==> config.mk <==
export PLATFORM = sky130hd
export DESIGN_NAME = uart_rx_top
export DESIGN_NICKNAME = d
export VERILOG_FILES = /design/src/rtl/uart_pkg.sv /design/src/rtl/uart_rx_sync.sv /design/src/rtl/uart_rx_top.sv
export SDC_FILE = /design/constraint.sdc
export NUM_CORES = 1
export LEC_CHECK = 0
export CAP_MARGIN = 40
export CORE_MARGIN = 1
export CORE_UTILIZATION = 25
export DETAILED_ROUTE_END_ITERATION = 16
export GPL_TIMING_DRIVEN = 0
export SLEW_MARGIN = 20
export SYNTH_ARGS = -nofsm -noshare
export SYNTH_HDL_FRONTEND = slang
export SYNTH_SLANG_ARGS = --single-unit
==> constraint.sdc <==
create_clock -name clk -period 2.2 [get_ports clk]
set_input_delay 0.44 -clock clk [delete_from_list [all_inputs] [get_ports clk]]
set_output_delay 0.44 -clock clk [all_outputs]
set_load 0.1 [all_outputs]
==> src/rtl/uart_pkg.sv <==
// Shared UART definitions: receiver state encoding, parity modes, oversampling
// constant and line-control helper functions.
package uart_pkg;

    localparam int unsigned OVERSAMPLE = 16;

    typedef enum logic [2:0] {
        IDLE,
        START,
        DATA,
        PARITY,
        STOP,
        BRK_WAIT
    } rx_state_t;

    // Indexed by {sticky_parity, eps}; identical map to the transmitter.
    typedef enum logic [1:0] {
        PAR_ODD   = 2'b00,
        PAR_EVEN  = 2'b01,
        PAR_MARK  = 2'b10,
        PAR_SPACE = 2'b11
    } parity_mode_t;

    function automatic logic [3:0] wls_to_bits(input logic [1:0] wls);
        return 4'd5 + {2'b00, wls};
    endfunction

    function automatic logic parity_expected(input parity_mode_t mode, input logic x);
        logic p;
        p = 1'b0;
        case (mode)
            PAR_ODD:   p = ~x;
            PAR_EVEN:  p = x;
            PAR_MARK:  p = 1'b1;
            PAR_SPACE: p = 1'b0;
            default:   p = 1'b0;
        endcase
        return p;
    endfunction

endpackage

==> src/rtl/uart_rx_sync.sv <==
// Generic multi-flop synchroniser for an asynchronous level input; flops reset
// to 1 so an idle-high line reads idle straight out of reset.
module uart_rx_sync #(
    parameter int unsigned STAGES = 2
) (
    input  logic clk,
    input  logic rst_n,
    input  logic d,
    output logic q
);

    logic [STAGES-1:0] sync_q;
    logic [STAGES-1:0] sync_d;

    always_comb begin
        sync_d = {sync_q[STAGES-2:0], d};
    end

    always_ff @(posedge clk or negedge rst_n) begin
        if (!rst_n) begin
            sync_q <= '1;
        end else begin
            sync_q <= sync_d;
        end
    end

    assign q = sync_q[STAGES-1];

endmodule

==> src/rtl/uart_rx_top.sv <==
// 16x-oversampled UART receiver producing one character per frame with parity,
// framing and break status. Define UART_RX_MAJORITY_EN for 2-of-3 bit voting.
module uart_rx_top
    import uart_pkg::*;
#(
    parameter int unsigned SYNC_STAGES = 2,
    parameter int unsigned MID_SAMPLE  = 7
) (
    input  logic       clk,
    input  logic       rst_n,
    input  logic       baud_pulse,
    input  logic       rx,
    input  logic [1:0] wls,
    input  logic       pen,
    input  logic       eps,
    input  logic       sticky_parity,
    output logic       push,
    output logic [7:0] rx_data,
    output logic       pe,
    output logic       fe,
    output logic       bi
);

    localparam logic [3:0] MID_CNT  = 4'(MID_SAMPLE);
    localparam logic [3:0] CNT_LAST = 4'(OVERSAMPLE - 1);

    logic rx_s;
    logic bit_val;

    rx_state_t    state_q, state_d;
    logic [3:0]   cnt_q, cnt_d;
    logic [2:0]   bitcnt_q, bitcnt_d;
    logic [7:0]   shift_q, shift_d;
    logic [1:0]   wls_q, wls_d;
    logic         pen_q, pen_d;
    parity_mode_t pmode_q, pmode_d;
    logic         par_bit_q, par_bit_d;
    logic         pe_pend_q, pe_pend_d;
    logic         push_q, push_d;
    logic [7:0]   rx_data_q, rx_data_d;
    logic         pe_q, pe_d;
    logic         fe_q, fe_d;
    logic         bi_q, bi_d;
    logic [2:0]   last_bit;
    logic         brk;

    uart_rx_sync #(
        .STAGES(SYNC_STAGES)
    ) u_sync (
        .clk  (clk),
        .rst_n(rst_n),
        .d    (rx),
        .q    (rx_s)
    );

`ifdef UART_RX_MAJORITY_EN
    // Two previous samples shift on every baud_pulse; the vote completes on the
    // decision pulse using the live sample as the third.
    logic [1:0] vote_q, vote_d;

    always_comb begin
        vote_d = vote_q;
        if (baud_pulse) begin
            vote_d = {vote_q[0], rx_s};
        end
    end

    always_ff @(posedge clk or negedge rst_n) begin
        if (!rst_n) begin
            vote_q <= '1;
        end else begin
            vote_q <= vote_d;
        end
    end

    assign bit_val = (vote_q[1] & vote_q[0]) | (vote_q[1] & rx_s) | (vote_q[0] & rx_s);
`else
    assign bit_val = rx_s;
`endif

    assign last_bit = 3'(wls_to_bits(wls_q) - 4'd1);

    always_comb begin
        state_d   = state_q;
        cnt_d     = cnt_q;
        bitcnt_d  = bitcnt_q;
        shift_d   = shift_q;
        wls_d     = wls_q;
        pen_d     = pen_q;
        pmode_d   = pmode_q;
        par_bit_d = par_bit_q;
        pe_pend_d = pe_pend_q;
        push_d    = 1'b0;
        rx_data_d = rx_data_q;
        pe_d      = pe_q;
        fe_d      = fe_q;
        bi_d      = bi_q;
        brk       = 1'b0;

        if (baud_pulse) begin
            case (state_q)
                IDLE: begin
                    if (!rx_s) begin
                        state_d = START;
                        cnt_d   = '0;
                    end
                end
                START: begin
                    if (cnt_q == MID_CNT) begin
                        if (!bit_val) begin
                            wls_d     = wls;
                            pen_d     = pen;
                            pmode_d   = parity_mode_t'({sticky_parity, eps});
                            cnt_d     = '0;
                            bitcnt_d  = '0;
                            shift_d   = '0;
                            par_bit_d = 1'b0;
                            pe_pend_d = 1'b0;
                            state_d   = DATA;
                        end else begin
                            state_d = IDLE;
                        end
                    end else begin
                        cnt_d = cnt_q + 4'd1;
                    end
                end
                DATA: begin
                    if (cnt_q == CNT_LAST) begin
                        shift_d[bitcnt_q] = bit_val;
                        cnt_d = '0;
                        if (bitcnt_q == last_bit) begin
                            bitcnt_d = '0;
                            state_d  = pen_q ? PARITY : STOP;
                        end else begin
                            bitcnt_d = bitcnt_q + 3'd1;
                        end
                    end else begin
                        cnt_d = cnt_q + 4'd1;
                    end
                end
                PARITY: begin
                    if (cnt_q == CNT_LAST) begin
                        par_bit_d = bit_val;
                        pe_pend_d = bit_val != parity_expected(pmode_q, ^shift_q);
                        cnt_d     = '0;
                        state_d   = STOP;
                    end else begin
                        cnt_d = cnt_q + 4'd1;
                    end
                end
                STOP: begin
                    if (cnt_q == CNT_LAST) begin
                        // Upper unused bits of shift_q are cleared at start, so a
                        // whole-byte zero test covers any word length.
                        brk       = (shift_q == 8'h00) && !(pen_q && par_bit_q) && !bit_val;
                        push_d    = 1'b1;
                        rx_data_d = brk ? 8'h00 : shift_q;
                        pe_d      = pen_q & pe_pend_q;
                        fe_d      = ~bit_val;
                        bi_d      = brk;
                        cnt_d     = '0;
                        state_d   = brk ? BRK_WAIT : IDLE;
                    end else begin
                        cnt_d = cnt_q + 4'd1;
                    end
                end
                BRK_WAIT: begin
                    if (rx_s) begin
                        state_d = IDLE;
                    end
                end
                default: state_d = IDLE;
            endcase
        end
    end

    always_ff @(posedge clk or negedge rst_n) begin
        if (!rst_n) begin
            state_q   <= IDLE;
            cnt_q     <= '0;
            bitcnt_q  <= '0;
            shift_q   <= '0;
            wls_q     <= '0;
            pen_q     <= 1'b0;
            pmode_q   <= PAR_ODD;
            par_bit_q <= 1'b0;
            pe_pend_q <= 1'b0;
            push_q    <= 1'b0;
            rx_data_q <= '0;
            pe_q      <= 1'b0;
            fe_q      <= 1'b0;
            bi_q      <= 1'b0;
        end else begin
            state_q   <= state_d;
            cnt_q     <= cnt_d;
            bitcnt_q  <= bitcnt_d;
            shift_q   <= shift_d;
            wls_q     <= wls_d;
            pen_q     <= pen_d;
            pmode_q   <= pmode_d;
            par_bit_q <= par_bit_d;
            pe_pend_q <= pe_pend_d;
            push_q    <= push_d;
            rx_data_q <= rx_data_d;
            pe_q      <= pe_d;
            fe_q      <= fe_d;
            bi_q      <= bi_d;
        end
    end

    assign push    = push_q;
    assign rx_data = rx_data_q;
    assign pe      = pe_q;
    assign fe      = fe_q;
    assign bi      = bi_q;

endmodule

==> results of run 1 <==
==> critical path, cell delays in order, from the launching register on <==
cell,delay (ns)
sky130_fd_sc_hd__dfrtp_1,0.36
sky130_fd_sc_hd__clkdlybuf4s50_1,0.52
sky130_fd_sc_hd__buf_8,0.20
==> state kept, by name (all words and copies together), names as in the netlist <==
| register | count |
|---|---|
| cnt_q | 4 |
| shift_q | 8 |
| pe | 1 |
| u_sync.sync_q | 2 |
| rx_data | 8 |
| bi | 1 |
| pen_q | 1 |
| state_q | 3 |
| wls_q | 2 |
| fe | 1 |
| par_bit_q | 1 |
| bitcnt_q | 3 |
| pe_pend_q | 1 |
| push | 1 |
| pmode_q | 2 |
==> metal layers <==
metal | part of all wire [%] | GRT usage (%) | routed length, microns
met5 | 0 | 0 | 0
met4 | 1.6 | 4.231 | 70
met3 | 2.8 | 2.670 | 124
met2 | 43 | 16.79 | 1880
met1 | 52 | 15.29 | 2277
==> synthesized netlist by cell type, types with 5 or more instances <==
cell type	instances
sky130_fd_sc_hd__xnor2_1	8
sky130_fd_sc_hd__a21oi_1	7
sky130_fd_sc_hd__inv_1	11
sky130_fd_sc_hd__buf_4	5
sky130_fd_sc_hd__ha_1	6
sky130_fd_sc_hd__nand2b_1	6
sky130_fd_sc_hd__mux2_4	5
sky130_fd_sc_hd__nand3_1	5
sky130_fd_sc_hd__o31ai_1	5
sky130_fd_sc_hd__nor2_1	9
sky130_fd_sc_hd__nand2_1	15
sky130_fd_sc_hd__dfrtp_1	37
sky130_fd_sc_hd__o21ai_1	17
sky130_fd_sc_hd__a22o_1	13
==> stage by stage <==
stage | setup TNS [ns] | worst slack (ns) | area, sq um | hold WS [ns]
2_1_floorplan | 0 | 0.6312 | 2126 | 0.1444
5_1_grt | 0 | 0.3196 | 2773 | 0.08405
3_5_place_dp | 0 | 0.1462 | 2660 | 0.3472
4_1_cts | 0 | 0.3655 | 2773 | 0.06758
3_3_place_gp | -10.82 | -0.2940 | 2457 | 0.3461
6_report | 0 | 0.3850 | 2773 | 0.05848
==> power by group through the flow <==
stage	Combinational, uW	Clock [uW]	Sequential [uW]
CTS	802	619	865
global placement	743	0	878
global route	869	641	879
detailed placement	802	0	878
floorplan	514	0	951
finish	800	600	865
==> final timing paths <==
path | depth (start not counted) | slack (ns) | endpoint | from
max reg2reg | 6 | 0.49 | shift_q[6] | cnt_q[1]
min reg2reg | 0 | 0.36 | u_sync.sync_q[1] | u_sync.sync_q[0]
max in group asynchronous | 2 | 1.62 | u_sync.sync_q[1] | rst_n
min in group clk | 0 | 0.36 | u_sync.sync_q[1] | u_sync.sync_q[0]
max | 2 | 0.39 | rx_data[1] | rx_data[1]
min | 1 | 0.06 | state_q[2] | rst_n
==> logic make-up (layout without fill, tap and decap cells) <==
group | after synthesis | count (layout) | synth area share [%]
AND/OR/NAND/NOR | 58 | 58 | 16.30
XOR/XNOR | 8 | 8 | 3.296
adder cells (fa/ha/maj) | 6 | 6 | 3.531
multiplexers | 5 | 5 | 3.531
buffers and inverters | 23 | 64 | 5.415
AO/OA/AOI/OAI | 65 | 65 | 21.90
flip-flops | 39 | 39 | 46.03
==> cell type report <==
| cell class | instances | share of cell area [%] |
|---|---|---|
| multi-input combinational | 142 | 37.23 |
| clock inverter | 3 | 1.579 |
| inverter | 13 | 1.760 |
| timing repair buffer | 33 | 14.53 |
| buffer | 10 | 2.392 |
| clock buffer | 5 | 2.482 |
| sequential | 39 | 35.29 |
| tap | 105 | 4.738 |
==> insert_results.sql, run 1 <==
INSERT INTO impl_metrics (metric_group, metric, value, unit) VALUES
('routing', 'initialDrtViolationCount', '64', ''),
('global_routing', 'grt_pass1_wl', '7.645', 'mm'),
('cells_and_area', 'num-fill-cells', '826', ''),
('synth', 'register_bit_count_reported_by_yosys', '39', ''),
('floorplanning', 'core_region', '8217', 'sq um'),
('timing', 'hold_viol_final', '0', ''),
('synth', 'post_synth_instance_area', '2126', 'sq um'),
('timing', 'finalCritPeriodShare', '82.50', '%'),
('clocking', 'tritoncts', 'yes', ''),
('cells_and_area', 'final_common_cell', 'sky130_fd_sc_hd__dfrtp_1', ''),
('timing', 'final.setup_skew', '0.007312', 'ns'),
('routing', 'remaining_design_rule_violation_count', '0', ''),
('synth', 'netlist.area_leader.share', '43.56', '%'),
('floorplanning', 'placement_rows', '33', ''),
('synth', 'synthTopCellsByArea', 'sky130_fd_sc_hd__dfrtp_1 44%, sky130_fd_sc_hd__a22o_1 5.4%, sky130_fd_sc_hd__o21ai_1 4.0%, sky130_fd_sc_hd__ha_1 3.5%, sky130_fd_sc_hd__mux2_4 3.5%', ''),
('placement', 'io_buffer_count', '20', ''),
('cells_and_area', 'utilization', '33.74', '%'),
('synth', 'post_synth.cell_area_avg', '10.42', 'sq um'),
('placement', 'global_placer_s_final_weighted_congestion', '0.8163', ''),
('clocking', 'clock_path_buffers', '2', ''),
('critical_path', 'critical_path_maximum_fanout', '2', ''),
('clocking', 'clk_transition_reported_paths', '0.08', 'ns'),
('global_routing', 'grt_util_all_layers', '11.15', '%'),
('cells_and_area', 'syn2layout_area_growth', '30.43', '%'),
('floorplanning', 'floorplan.die.width', '94.21', 'microns'),
('timing', 'max_slew.worst_pin.slew', '0.4163', 'ns'),
('synth', 'synth-edff-count', '0', ''),
('synth', 'synthDominantAreaCellType', 'sky130_fd_sc_hd__dfrtp_1', ''),
('routing', '1st_pass_router_iterations', '4', ''),
('global_routing', 'grt_remaining_overflow', '0', ''),
('timing', 'finalSetupViolations', '0', ''),
('run_status', 'run_status', 'finished clean', ''),
('floorplanning', 'io-pin-count', '21', ''),
('floorplanning', 'die_h', '94.21', 'microns'),
('synth', 'netlist_instances', '204', ''),
('timing', 'max_clock_freq', '0.5510', 'GHz'),
('clocking', 'clkLatencyLatePin', '0.30', 'ns'),
('worst_hold_path', 'hold_path_class', 'primary input to async pin', ''),
('cells_and_area', 'final_net_count', '259', ''),
('synth', 'synth.yosys.warnings', '0', ''),
('cells_and_area', 'multi_input_comb_area', '1032', 'sq um'),
('pwr', 'power.ir.vdd_worst', '0.2678', 'mV'),
('floorplanning', 'die_outline_area', '8876', 'sq um'),
('critical_path', 'critical_path.endpoint_type', 'primary output', ''),
('clocking', 'cts.sinks', '39', ''),
('synth', 'share_of_the_yosys_chip_area_belonging_to_registers', '46.03', '%'),
('clocking', 'holdBufCountCts', '0', ''),
('critical_path', 'setup.worst_path.class', 'flop to primary output', ''),
('clocking', 'root_buffer', 'sky130_fd_sc_hd__clkbuf_8', ''),
('pwr', 'power_density', '816.9', 'nW/um^2'),
('pwr', 'switchingPower', '814.9', 'uW'),
('critical_path', 'worst-endpoint-arrival', '1.37', 'ns'),
('timing', 'slew_viol_final', '0', ''),
('pwr', 'switching_share', '35.98', '%'),
('pwr', 'clock_power_share', '26.5', '%'),
('synth', 'yosys.cell_types.count', '51', ''),
('synth', 'postSynthNetCount', '219', ''),
('clocking', 'post-cts-setup-buffers', '0', ''),
('cells_and_area', 'layout.cells.most_common_list', '37 x sky130_fd_sc_hd__dfrtp_1, 19 x sky130_fd_sc_hd__clkdlybuf4s50_1, 17 x sky130_fd_sc_hd__o21ai_1, 15 x sky130_fd_sc_hd__nand2_1, 13 x sky130_fd_sc_hd__a22o_1', ''),
('routing', 'via_per_inst', '4.594', ''),
('cells_and_area', 'regArea', '978.4', 'sq um'),
('pwr', 'comb_power_share', '35.3', '%'),
('pwr', 'power.internal', '1450', 'uW'),
('pwr', 'p_leak', '0.001187', 'uW'),
('routing', 'num_vias', '1608', ''),
('clocking', 'tritoncts.num_buffers', '5', ''),
('pwr', 'power.total', '2265', 'uW'),
('routing', 'drt.antenna.violating_nets', '0', ''),
('run', 'cap_viol_max_count', '0', ''),
('cells_and_area', 'insertedDiodeCount', '0', ''),
('routing', 'detail_route.wl_per_cell', '12.44', 'microns');
No activity file was read; power rests on OpenSTA's default activity.
==> run 2: changes to the inputs <==
==> constraint.sdc (replaced) <==
create_clock -name clk -period 1.5 [get_ports clk]
set_input_delay 0.3 -clock clk [delete_from_list [all_inputs] [get_ports clk]]
set_output_delay 0.3 -clock clk [all_outputs]
set_load 0.1 [all_outputs]
==> insert_results.sql, run 2 (same netlist as run 1, synthesis figures left out) <==
INSERT INTO impl_metrics (metric_group, metric, value, unit) VALUES
('timing', 'finalSetupViolations', '13', ''),
('global_routing', 'grt_remaining_overflow', '0', ''),
('timing', 'max_slew.worst_pin.slew', '0.4228', 'ns'),
('global_routing', 'antenna_violations_before_repair', '0', ''),
('floorplanning', 'die_outline_area', '8876', 'sq um'),
('cells_and_area', 'drive_above_1_share', '39.08', '%'),
('global_routing', 'grt_start_max_net_pins', '25', ''),
('timing', 'slew-limit-headroom', '71.82', '%'),
('routing', 'remaining_design_rule_violation_count', '0', ''),
('critical_path', 'critical_path_maximum_fanout', '4', ''),
('timing', 'hold_viol_final', '0', ''),
('placement', 'io_buffer_count', '20', ''),
('timing', 'slew_viol_final', '0', ''),
('timing', 'post-route-min-period', '1.540', 'ns'),
('placement', 'global_placer_s_final_weighted_congestion', '0.8171', ''),
('timing', 'final.setup.tns', '-0.1869', 'ns'),
('cells_and_area', 'postLayoutCellArea', '3127', 'sq um'),
('pwr', 'switching_share', '39.01', '%'),
('timing', 'max_clock_freq', '0.6493', 'GHz'),
('cells_and_area', 'final_net_count', '275', ''),
('pwr', 'p_leak', '0.001362', 'uW'),
('cells_and_area', 'insertedDiodeCount', '0', ''),
('routing', 'detail_route.wl_per_cell', '13.69', 'microns'),
('clocking', 'tritoncts', 'yes', ''),
('cells_and_area', 'num-fill-cells', '795', ''),
('pwr', 'comb_power_share', '40.8', '%'),
('clocking', 'cts.sinks', '39', ''),
('floorplanning', 'floorplan.die.width', '94.21', 'microns'),
('critical_path', 'startpoint_type', 'flop', ''),
('cells_and_area', 'syn2layout_area_growth', '47.09', '%'),
('timing', 'grt_setup_unrepaired', 'true', ''),
('pwr', 'power.ir.vdd_worst', '0.3816', 'mV'),
('pwr', 'power.internal', '2080', 'uW'),
('worst_hold_path', 'hold_path_class', 'flop to flop', ''),
('placement', 'hpwlAfterDp', '3.376', 'mm'),
('cells_and_area', 'layout.cells.most_common_list', '35 x sky130_fd_sc_hd__dfrtp_1, 17 x sky130_fd_sc_hd__buf_4, 15 x sky130_fd_sc_hd__o21ai_1, 14 x sky130_fd_sc_hd__buf_12, 13 x sky130_fd_sc_hd__a22o_1', ''),
('routing', 'routed_wl', '5.012', 'mm'),
('clocking', 'root_buffer', 'sky130_fd_sc_hd__clkbuf_8', ''),
('floorplanning', 'core_region', '8217', 'sq um'),
('critical_path', 'setup.worst_path.class', 'flop to flop', ''),
('floorplanning', 'die_h', '94.21', 'microns'),
('routing', 'via_per_inst', '4.762', ''),
('routing', 'num_vias', '1743', ''),
('routing', '1st_pass_router_iterations', '4', ''),
('pwr', 'switchingPower', '1331', 'uW'),
('pwr', 'power_density', '1091', 'nW/um^2'),
('timing', 'final.setup_skew', '0.006133', 'ns'),
('clocking', 'clk_transition_reported_paths', '0.08', 'ns'),
('pwr', 'clock_power_share', '21.1', '%'),
('timing', 'finalCritPeriodShare', '102.7', '%'),
('critical_path', 'critPathRequiredTime', '1.70', 'ns'),
('pwr', 'p_seq_share', '38.0', '%'),
('critical_path', 'worst-endpoint-arrival', '1.74', 'ns'),
('global_routing', 'grt_pass1_wl', '8.224', 'mm'),
('routing', 'initialDrtViolationCount', '55', ''),
('critical_path', 'critical_path.endpoint_type', 'flop', ''),
('run_status', 'violations', 'setup timing', ''),
('routing', 'drt.antenna.violating_nets', '0', ''),
('run_status', 'run_status', 'complete, but fails checks', ''),
('global_routing', 'grt_util_all_layers', '11.79', '%'),
('clocking', 'clkLatencyLatePin', '0.29', 'ns'),
('clocking', 'tritoncts.num_buffers', '5', ''),
('floorplanning', 'io-pin-count', '21', ''),
('run', 'cap_viol_max_count', '0', ''),
('global_routing', 'grt_pass1_vias', '1701', ''),
('floorplanning', 'floorplan.initialDensity', '25.87', '%'),
('placement', 'dpl-instance-area', '2670', 'sq um'),
('clocking', 'clock_path_buffers', '2', ''),
('timing', 'setup_slack', '-0.04010', 'ns'),
('cells_and_area', 'final_common_cell', 'sky130_fd_sc_hd__dfrtp_1', ''),
('clocking', 'htree_levels', '2', ''),
('floorplanning', 'placement_rows', '33', '');
[run 2: cell types whose count changed in the layout (fill, tap and decap cells not counted), sizes merged, moves of 2 or more]
cell,previous run,this run
buf,22,39
clkdlybuf4s50,19,6
clkinvlp,0,2
dlygate4sd2,0,11
[run 2: what timing repair did]
item,in CTS,in global routing
gates cloned,0,1
hold buffers,1,0
setup endpoints to repair,44,27
pin swaps,9,19
endpoints found under the hold margin,15,0
buffers inserted,12,5
resized for setup,41,20
[run 2: layer usage]
metal / global-route usage (%) / up-vias / share of wire [%]
met3: 2.670 / 2 / 3.3
met1: 16.57 / 849 / 48
met2: 18.60 / 41 / 49
met5: 0 / - / 0
li1: - / 851 / -
met4: 1.923 / 0 / 0.30
[run 2: area by class of cell]
type	instances	area, sq um	share of cell area [%]
buffer	9	63.81	2.041
clock inverter	3	20.02	0.6403
clock buffer	5	68.82	2.201
inverter	13	48.80	1.561
multi-input combinational	142	1212	38.78
tap	105	131.4	4.202
sequential	39	980.9	31.37
timing repair buffer	50	600.6	19.21
[run 2: worst max-delay path: stages, from the launching register on]
cell and delay, ns:
sky130_fd_sc_hd__dfrtp_1 0.40, sky130_fd_sc_hd__inv_1 0.11, sky130_fd_sc_hd__ha_4 0.13, sky130_fd_sc_hd__and4b_1 0.19
sky130_fd_sc_hd__nand3_2 0.13, sky130_fd_sc_hd__a22oi_1 0.25, sky130_fd_sc_hd__a31oi_1 0.11, sky130_fd_sc_hd__a31oi_1 0.14
[run 2: power by group through the flow]
stage          sequential, uW  clock [uW]  combinational, uW
2_1_floorplan            1400           0                761
3_3_place_gp             1290           0               1100
3_5_place_dp             1290           0               1180
4_1_cts                  1290         736               1330
5_1_grt                  1310         775               1500
6_report                 1300         721               1390
[run 2: path summary, 6_finish.rpt]
kind	from	to	slack, ns	depth (start not counted)
max	shift_q[0]	state_q[0]	-0.04	7
min	u_sync.sync_q[0]	u_sync.sync_q[1]	0.36	0
max reg2reg	shift_q[0]	state_q[0]	-0.04	7
min reg2reg	u_sync.sync_q[0]	u_sync.sync_q[1]	0.36	0
max in group asynchronous	rst_n	u_sync.sync_q[0]	0.50	3
min in group asynchronous	rst_n	state_q[2]	0.47	2
[run 2: per-stage QoR]
step | cells | total power [uW] | worst slack [ns] | hold WS [ns] | utilization, %
floorplan | 204 | 2160 | -0.02322 | 0.004409 | -
detailed placement | 342 | 2471 | -0.4221 | 0.2598 | 32.50
CTS | 360 | 3353 | -0.02979 | 0.3585 | 36.12
global route | 366 | 3588 | -0.1098 | 0.3645 | 38.05
global placement | 329 | 2392 | -0.8663 | 0.3463 | 30.03
finish | 366 | 3411 | -0.04010 | 0.3579 | 38.05
==> run 3: changes to the inputs <==
--- a/config.mk
+++ b/config.mk
@@ -10,7 +10,9 @@
 export CORE_UTILIZATION = 25
 export DETAILED_ROUTE_END_ITERATION = 16
 export GPL_TIMING_DRIVEN = 0
+export REMOVE_ABC_BUFFERS = 1
 export SLEW_MARGIN = 20
 export SYNTH_ARGS = -nofsm -noshare
 export SYNTH_HDL_FRONTEND = slang
 export SYNTH_SLANG_ARGS = --single-unit
+export TNS_END_PERCENT = 10
==> insert_results.sql, run 3 (same netlist as run 1, synthesis figures left out) <==
INSERT INTO impl_metrics (metric_group, metric, value, unit) VALUES
('global_routing', 'grt_util_all_layers', '10.87', '%'),
('pwr', 'power.total', '3326', 'uW'),
('floorplanning', 'core_region', '8217', 'sq um'),
('global_routing', 'grt_pass1_wl', '7.458', 'mm'),
('critical_path', 'critical_path.reg2reg.startpoint', 'shift_q[2]', ''),
('routing', 'detail_route.wl_per_cell', '12.98', 'microns'),
('cells_and_area', 'num-fill-cells', '809', ''),
('timing', 'max_slew.worst_pin.slew', '0.4916', 'ns'),
('global_routing', 'grt_pass1_vias', '1567', ''),
('timing', 'final.setup.tns', '-1.396', 'ns'),
('critical_path', 'crit_slowest_cell', 'sky130_fd_sc_hd__dfrtp_1', ''),
('timing', 'post-route-min-period', '1.646', 'ns'),
('global_routing', 'met2_grt_util', '16.18', '%'),
('timing', 'max_clock_freq', '0.6076', 'GHz'),
('global_routing', 'use_met3', '2.670', '%'),
('critical_path', 'critical_path.endpoint_type', 'flop', ''),
('timing', 'finalSetupViolations', '25', ''),
('critical_path', 'worst-endpoint-arrival', '1.84', 'ns'),
('clocking', 'clk_transition_reported_paths', '0.08', 'ns'),
('critical_path', 'setup.worst_path.class', 'flop to flop', ''),
('placement', 'hpwlAfterDp', '3.065', 'mm'),
('run', 'cap_viol_max_count', '0', ''),
('pwr', 'power_density', '1099', 'nW/um^2'),
('routing', 'via_per_inst', '4.737', ''),
('timing', 'finalHoldWorstSlack', '0.3569', 'ns'),
('clocking', 'root_buffer', 'sky130_fd_sc_hd__clkbuf_8', ''),
('timing', 'hold_viol_final', '0', ''),
('routing', 'initialDrtViolationCount', '116', ''),
('run_status', 'run_status', 'complete, but fails checks', ''),
('clocking', 'clkLatencyLatePin', '0.30', 'ns'),
('cells_and_area', 'drive_above_1_share', '34.78', '%'),
('routing', 'num_vias', '1696', ''),
('timing', 'slew-limit-headroom', '67.23', '%'),
('timing', 'grt_setup_unrepaired', 'true', ''),
('routing', 'remaining_design_rule_violation_count', '0', ''),
('cells_and_area', 'layout.cells.most_common_list', '32 x sky130_fd_sc_hd__dfrtp_1, 17 x sky130_fd_sc_hd__o21ai_1, 16 x sky130_fd_sc_hd__buf_4, 14 x sky130_fd_sc_hd__nand2_1', ''),
('critical_path', 'rr_endpoint', 'pe_pend_q', ''),
('global_routing', 'grt_use_met1', '15.28', '%'),
('critical_path', 'critPathRequiredTime', '1.70', 'ns'),
('run_status', 'violations', 'setup timing', ''),
('critical_path', 'crit_chain', 'inv_1 -> ha_4 -> xnor2_4 -> xnor2_2 -> nor2_1 -> xnor2_1 -> o31ai_1', ''),
('worst_hold_path', 'worstHoldEndpoint', 'u_sync.sync_q[1]', ''),
('clocking', 'clock_path_buffers', '2', ''),
('critical_path', 'worst-r2r-setup-slack', '-0.15', 'ns'),
('timing', 'final.setup_skew', '0.007974', 'ns'),
('placement', 'io_buffer_count', '20', ''),
('floorplanning', 'floorplan.die.width', '94.21', 'microns'),
('floorplanning', 'floorplan.initialDensity', '25.87', '%'),
('critical_path', 'critical_path_maximum_fanout', '3', ''),
('critical_path', 'critical-path-top-delay-family', 'XOR/XNOR gates', ''),
('clocking', 'tritoncts', 'yes', ''),
('worst_hold_path', 'worstHoldPathCells', '0', ''),
('floorplanning', 'die_h', '94.21', 'microns'),
('global_routing', 'grt_start_max_net_pins', '30', ''),
('timing', 'finalCritPeriodShare', '109.7', '%'),
('cells_and_area', 'syn2layout_area_growth', '42.38', '%'),
('cells_and_area', 'insertedDiodeCount', '0', ''),
('worst_hold_path', 'hold_path_startpoint', 'u_sync.sync_q[0]', ''),
('global_routing', 'grt_remaining_overflow', '0', ''),
('timing', 'setup_slack', '-0.1458', 'ns'),
('routing', 'routed_wl', '4.648', 'mm'),
('critical_path', 'worst_r2r_path_depth', '7', ''),
('floorplanning', 'placement_rows', '33', ''),
('global_routing', 'busiest_layer', 'met2', ''),
('floorplanning', 'io-pin-count', '21', ''),
('critical_path', 'critPathMaxStageDelay', '0.41', 'ns'),
('clocking', 'tritoncts.num_buffers', '5', ''),
('placement', 'global_placer_s_final_weighted_congestion', '0.8279', ''),
('pwr', 'p_leak', '0.001318', 'uW'),
('critical_path', 'startpoint_type', 'flop', ''),
('routing', 'drt.antenna.violating_nets', '0', ''),
('critical_path', 'critical_path.n_buffers_inverters', '1', ''),
('worst_hold_path', 'hold_path_class', 'flop to flop', ''),
('clocking', 'cts.sinks', '39', ''),
('timing', 'slew_viol_final', '0', ''),
('pwr', 'power.ir.vdd_worst', '0.4950', 'mV'),
('cells_and_area', 'final_common_cell', 'sky130_fd_sc_hd__dfrtp_1', ''),
('global_routing', 'antenna_violations_before_repair', '0', ''),
('clocking', 'htree_levels', '2', ''),
('routing', '1st_pass_router_iterations', '7', ''),
('cells_and_area', 'final_net_count', '267', ''),
('floorplanning', 'die_outline_area', '8876', 'sq um');
[run 3: cell types whose count changed in the layout (fill, tap and decap cells not counted), moves of 2 or more]
cell,change
sky130_fd_sc_hd__inv_2,-3
sky130_fd_sc_hd__buf_6,-2
sky130_fd_sc_hd__nand2_1,+2
sky130_fd_sc_hd__nand2_2,-2
sky130_fd_sc_hd__o21ai_2,-2
sky130_fd_sc_hd__dfrtp_2,+3
sky130_fd_sc_hd__o21ai_1,+2
sky130_fd_sc_hd__inv_1,+3
sky130_fd_sc_hd__buf_2,-3
sky130_fd_sc_hd__dfrtp_1,-3
[run 3: what timing repair did]
action	CTS	global route
setup buffers	7	10
resized for setup	37	19
setup endpoints to repair	49	34
endpoints found under the hold margin	8	0
pin swaps	9	8
hold buffers	1	0
[run 3: worst max-delay path by stage]
| stage | from | cells past startpoint | end | slack, ns |
|---|---|---|---|---|
| 2_1_floorplan | state_q[2] | 4 | rx_data[0] | -0.29 |
| 3_3_place_gp | rst_n | 1 | push | -0.86 |
| 3_5_place_dp | state_q[2] | 4 | rx_data[4] | -0.71 |
| 4_1_cts | shift_q[6] | 7 | pe_pend_q | -0.18 |
| 5_1_grt | shift_q[2] | 7 | pe_pend_q | -0.24 |
| 6_report | shift_q[2] | 7 | pe_pend_q | -0.15 |
[run 3: stage by stage]
stage	setup WS, ns	util (%)	cells	cell area (sq um)
finish	-0.1458	36.84	358	3027
detailed placement	-0.7122	31.48	332	2586
global placement	-0.8572	29.10	319	2391
CTS	-0.1840	34.51	348	2835
global route	-0.2401	36.84	358	3027
floorplan	-0.2896	-	194	2059
[run 3: final cells by class]
cell class / instances / area (sq um) / area share, %
Multi-Input combinational cell: 142 / 1195 / 39.48
Sequential cell: 39 / 984.7 / 32.53
Timing Repair Buffer: 51 / 581.8 / 19.22
Tap cell: 105 / 131.4 / 4.341
Clock buffer: 6 / 72.57 / 2.398
Inverter: 13 / 48.80 / 1.612
Clock inverter: 2 / 12.51 / 0.4134
[run 3: report_power, final]
part | internal (uW) | leakage, uW | total (uW) | switching (uW)
Sequential | 1170 | 0.000522 | 1380 | 207
Clock | 325 | 0.0000412 | 691 | 366
Combinational | 570 | 0.000755 | 1250 | 683
[run 3: metal layers]
metal	wire length [microns]	vias to the layer above
met4	61	0
met5	0	-
met3	186	6
met1	2214	809
li1	-	836
met2	2185	45
